### src/rtl/seg7_scan.sv
// Eight-digit multiplexed hex display driver with a shadowed load committed at frame boundaries.
// Build option: define SEG7_LEADING_ZERO_BLANK_EN to auto-blank leading zero digits.
module seg7_scan #(
   parameter int SCAN_DIV = 50000
) (
   input  logic        clk,
   input  logic        reset,
   input  logic [31:0] data_i,
   input  logic [7:0]  dp_i,
   input  logic [7:0]  blank_i,
   input  logic        load_i,
   output logic        pending_o,
   output logic [7:0]  disp_seg_o,
   output logic [7:0]  disp_an_o
);
   localparam int DIV_W = $clog2(SCAN_DIV);
   localparam logic [DIV_W-1:0] DIV_LAST = DIV_W'(SCAN_DIV - 1);

   logic [DIV_W-1:0] div_p0;
   logic [2:0]       idx_p0;
   logic [31:0]      shadow_data;
   logic [31:0]      active_data;
   logic [7:0]       shadow_dp;
   logic [7:0]       active_dp;
   logic             pending;
   logic             tick;
   logic             frame_end;
   logic             commit;
   logic [3:0]       nib;
   logic             hide;
   logic [7:0]       seg_nxt;
   logic [7:0]       an_nxt;
   logic [7:0]       seg_p1;
   logic [7:0]       an_p1;

   function automatic logic [6:0] hex_font(input logic [3:0] n);
      case (n)
         4'h0:    hex_font = 7'b1000000;
         4'h1:    hex_font = 7'b1111001;
         4'h2:    hex_font = 7'b0100100;
         4'h3:    hex_font = 7'b0110000;
         4'h4:    hex_font = 7'b0011001;
         4'h5:    hex_font = 7'b0010010;
         4'h6:    hex_font = 7'b0000010;
         4'h7:    hex_font = 7'b1111000;
         4'h8:    hex_font = 7'b0000000;
         4'h9:    hex_font = 7'b0010000;
         4'hA:    hex_font = 7'b0001000;
         4'hB:    hex_font = 7'b0000011;
         4'hC:    hex_font = 7'b1000110;
         4'hD:    hex_font = 7'b0100001;
         4'hE:    hex_font = 7'b0000110;
         default: hex_font = 7'b0001110;
      endcase
   endfunction

   assign tick      = (div_p0 == DIV_LAST);
   assign frame_end = tick && (idx_p0 == 3'd7);
   assign commit    = frame_end && pending;

   // Stage 0: scan timing, shadow capture and frame-boundary commit
   always_ff @(posedge clk) begin
      if (!reset) begin
         div_p0      <= '0;
         idx_p0      <= '0;
         shadow_data <= '0;
         shadow_dp   <= '0;
         active_data <= '0;
         active_dp   <= '0;
         pending     <= 1'b0;
      end else begin
         div_p0 <= tick ? '0 : div_p0 + DIV_W'(1);
         if (tick) begin
            idx_p0 <= idx_p0 + 3'd1;
         end
         if (commit) begin
            active_data <= shadow_data;
            active_dp   <= shadow_dp;
         end
         // A load on the commit cycle refills the shadow, so pending stays set.
         if (load_i) begin
            shadow_data <= data_i;
            shadow_dp   <= dp_i;
            pending     <= 1'b1;
         end else if (commit) begin
            pending <= 1'b0;
         end
      end
   end

`ifdef SEG7_LEADING_ZERO_BLANK_EN
   logic [2:0] msd;

   always_comb begin
      msd = 3'd0;
      for (int k = 1; k < 8; k++) begin
         if (active_data[4*k +: 4] != 4'd0) begin
            msd = 3'(k);
         end
      end
   end
`endif

   always_comb begin
      nib  = active_data[{idx_p0, 2'b00} +: 4];
      hide = blank_i[idx_p0];
`ifdef SEG7_LEADING_ZERO_BLANK_EN
      if (idx_p0 > msd) begin
         hide = 1'b1;
      end
`endif
      an_nxt = ~(8'b1 << idx_p0);
      if (hide) begin
         seg_nxt = 8'hFF;
      end else begin
         seg_nxt = {~active_dp[idx_p0], hex_font(nib)};
      end
   end

   // Stage 1: registered display drive
   always_ff @(posedge clk) begin
      if (!reset) begin
         seg_p1 <= 8'hFF;
         an_p1  <= 8'hFF;
      end else begin
         seg_p1 <= seg_nxt;
         an_p1  <= an_nxt;
      end
   end

   assign disp_seg_o = seg_p1;
   assign disp_an_o  = an_p1;
   assign pending_o  = pending;

endmodule

### config.mk
export PLATFORM = sky130hd
export DESIGN_NAME = seg7_scan
export DESIGN_NICKNAME = d
export VERILOG_FILES = /design/src/rtl/seg7_scan.sv
export SDC_FILE = /design/constraint.sdc
export NUM_CORES = 1
export LEC_CHECK = 0
export CORE_MARGIN = 5
export CORE_UTILIZATION = 39
export CTS_CLUSTER_DIAMETER = 100
export DETAILED_ROUTE_END_ITERATION = 10
export PLACE_DENSITY = 0.62
export SLEW_MARGIN = 15
export SYNTH_ARGS = -nofsm -noshare
export SYNTH_HDL_FRONTEND = slang
export SYNTH_SLANG_ARGS = --single-unit
### constraint.sdc
create_clock -name clk -period 2.35 [get_ports clk]
set_input_delay 0.47 -clock clk [delete_from_list [all_inputs] [get_ports clk]]
set_output_delay 0.47 -clock clk [all_outputs]
set_load 0.005 [all_outputs]
==> results.yml <==
floorplan:
  die_x_um: 124
  core_area_mm2: 0.0127
  rows: 41
  io_pins: 68
  fp.dieH_um: 124
  start_util: 0.400
  die_area_mm2: 0.0154
sta:
  fin_crit_sh: 0.958
  setup_viol: 0
  hold_viol: 0
  fin_skew_ns: 0.00520
  slew_headroom: 0.597
  final_max_slew_viol_count: 0
  final.min_clock_period_ns: 2.25
  setup_tns_ns: 0
  max_freq_mhz: 444
  max_slew.worst_pin.slew_ns: 0.604
  holdWs_ns: 0.448
  rsz0062_at_grt: "no"
cells_and_area:
  area_growth_pct: 28.7
  drive_gt1_frac: 0.180
  seqCellArea_mm2: 0.00232
  postLayoutCoreUtil: 0.515
  num_antenna_cells: 0
  n_fill_cell: 1158
  multi_input_area_mm2: 0.00255
  final_cell_area_mm2: 0.00655
  nNetsFinal: 633
min_path:
  hp-start: "reset"
  hold_path.class: "primary input to register"
placement:
  gp_congestion: 0.848
  placedInstanceArea_mm2: 0.00594
  io_buffers: 67
  hpwl_mm: 7.50
flow_run:
  max_cap_viol_count: 0
critical_path:
  crit_type: "register to register"
  critPathArrivalTime_ns: 2.59
  cp-start-kind: "register"
  cpPeakStageDelay_ns: 0.56
  worstReg2RegStart: "idx_p0[0]"
  cp-end-kind: "register"
  required_ns: 2.68
  cp_slowest_cell: "mux4_2"
  worstPathCellList: "mux4_2, mux2i_4, ha_1, a21boi_0, nor3b_1, o21ai_0"
  critPathMaxFanout: 7
  crit_start: "idx_p0[0]"
grt:
  antenna_found_initial: 0
  grt_pass1_vias: 3725
  grt_pass1_wl_mm: 18.5
  gr-total-overflow: 0
  grt.total_usage: 0.146
  grt_max_degree: 71
synthesis:
  ys_types: 40
  ys_seq_area_frac: 0.456
  syn_inst: 499
  syn_area_mm2: 0.00509
  yosysWarnings: 0
  synth.top_cell.area_share: 0.456
  synth_enable_flop_cells: 0
  synth_top_flop_cell: "dfxtp_1"
  postSynthAreaPerCell_um2: 10.2
  synthTopCellsByArea: "dfxtp_1, mux2i_1, a21boi_2, nand2_1, nor2b_1"
  syn_nets: 562
  synth_area_leader_cell: "dfxtp_1"
  ys_ff_latch: 116
  async_flop_share: 0
detailed_routing:
  vias_per_cell: 4.83
  wl_per_cell_um: 14.2
  vias: 3648
  drtPass1Iterations: 4
  drt_wl_total_mm: 10.8
  drtAntennaViolNets: 0
  drc_errors: 0
  drt_iter0_markers: 224
clock_network:
  post_cts_buffers: 0
  cts_tree: "done"
  cts-root-buf: "clkbuf_16"
  cts_max_path_buffers: 2
  hold_buffers: 0
  numCtsBuffers: 17
  cts_max_level: 4
  clock_latency_ns: 0.41
  path_clk_slew_ns: 0.06
  cts.sinks: 116
  cts_resized: 0
pwr:
  p_per_area_mw_per_mm2: 753
  pwr-share-comb: 0.052
  clock_power_share: 0.532
  vdd_drop_max_mv: 0.362
  p_switching_mw: 1.03
  pwr-share-seq: 0.416
  leakage_nw: 2.46
  switching_share: 0.209
  p_int_mw: 3.90
run_status:
  status: "finished, final reports clean"
[path summary, 6_finish.rpt]
kind / to / slack (ns) / depth (start not counted)
max: disp_seg_o[3] / 0.1 / 6
min: shadow_data[10] / 0.45 / 2
max reg2reg: disp_seg_o[3] / 0.1 / 6
min reg2reg: div_p0[0] / 0.45 / 1
[kinds of logic after synthesis]
group,Yosys count,synth area share
simple gates,194,0.185
flops,116,0.456
compound gates,64,0.121
mux,59,0.141
buf+inv,41,0.0455
xor+xnor,13,0.0224
fa+ha+maj,12,0.0295
[cells in the final DEF (no fill, tap or decap), drive strengths merged, types with 2 or more instances in the layout]
master	instances
ha	12
xnor2	5
and2	2
buf	17
clkinv	4
nand4	5
nand2b	2
mux4	10
inv	10
nor3	2
nand3	12
xor2	8
a21boi	41
a21oi	6
mux2i	48
or3	2
o211a	2
dfxtp	116
bufinv	3
and3	5
clkdlybuf4s50	65
nand2	96
clkinvlp	7
a221o	4
o21ai	7
nor2	18
nor2b	45
clkbuf	19
[through the flow]
step | power [mW] | std cells | setup slack (ns)
global placement | 2.35 | 723 | 0.157
floorplan | 2.22 | 499 | 0.0155
global route | 5.11 | 755 | 0.0144
detailed placement | 2.35 | 723 | 0.0645
CTS | 4.99 | 755 | 0.0287
finish | 4.93 | 755 | 0.0987
[Yosys cell counts (5+ instances only)]
library cell / number
xor2_1: 8
nand3_1: 12
and3_1: 5
nand2_1: 96
mux2i_1: 48
o21ai_0: 7
mux4_2: 10
xnor2_1: 5
nor2_1: 18
a21oi_1: 6
clkbuf_1: 20
nand4_1: 5
nor2b_1: 45
a21boi_2: 40
ha_1: 12
dfxtp_1: 116
inv_1: 10
[power by group through the flow]
stage | Clock, mW | Sequential [mW] | Combinational [mW]
4_1_cts | 2.68 | 2.05 | 0.261
6_report | 2.63 | 2.05 | 0.257
5_1_grt | 2.77 | 2.06 | 0.285
3_5_place_dp | 0 | 2.09 | 0.260
3_3_place_gp | 0 | 2.09 | 0.255
2_1_floorplan | 0 | 2.08 | 0.133
[flip-flops by register name, summed over array words and instances (netlist names)]
name / cells
active_data: 32
shadow_data: 32
div_p0: 16
active_dp: 8
disp_an_o: 8
disp_seg_o: 8
shadow_dp: 8
idx_p0: 3
pending_o: 1
[worst max-delay path: cells and delay by family (launching register included)]
family / cells / cell delay [ns]
fa+ha+maj: 1 / 0.22
compound gates: 2 / 0.59
mux: 2 / 0.81
flops: 1 / 0.43
simple gates: 1 / 0.12
[per-layer routing]
metal | up-vias | share of wire | global-route usage
met1 | 1719 | 0.48 | 0.187
met3 | 14 | 0.042 | 0.0502
met5 | - | 0 | 0
met4 | 0 | 0.016 | 0.0651
li1 | 1831 | - | -
met2 | 84 | 0.46 | 0.224
[cell type report]
| type | count | share of cell area |
|---|---|---|
| well taps | 172 | 0.0328 |
| multi-input cells | 342 | 0.389 |
| clock buffers | 19 | 0.0691 |
| clock inverters | 13 | 0.0241 |
| repair buffers | 82 | 0.124 |
| flip-flops and latches | 116 | 0.355 |
| inverters | 11 | 0.00630 |
Power figures use the tool's default switching activity.
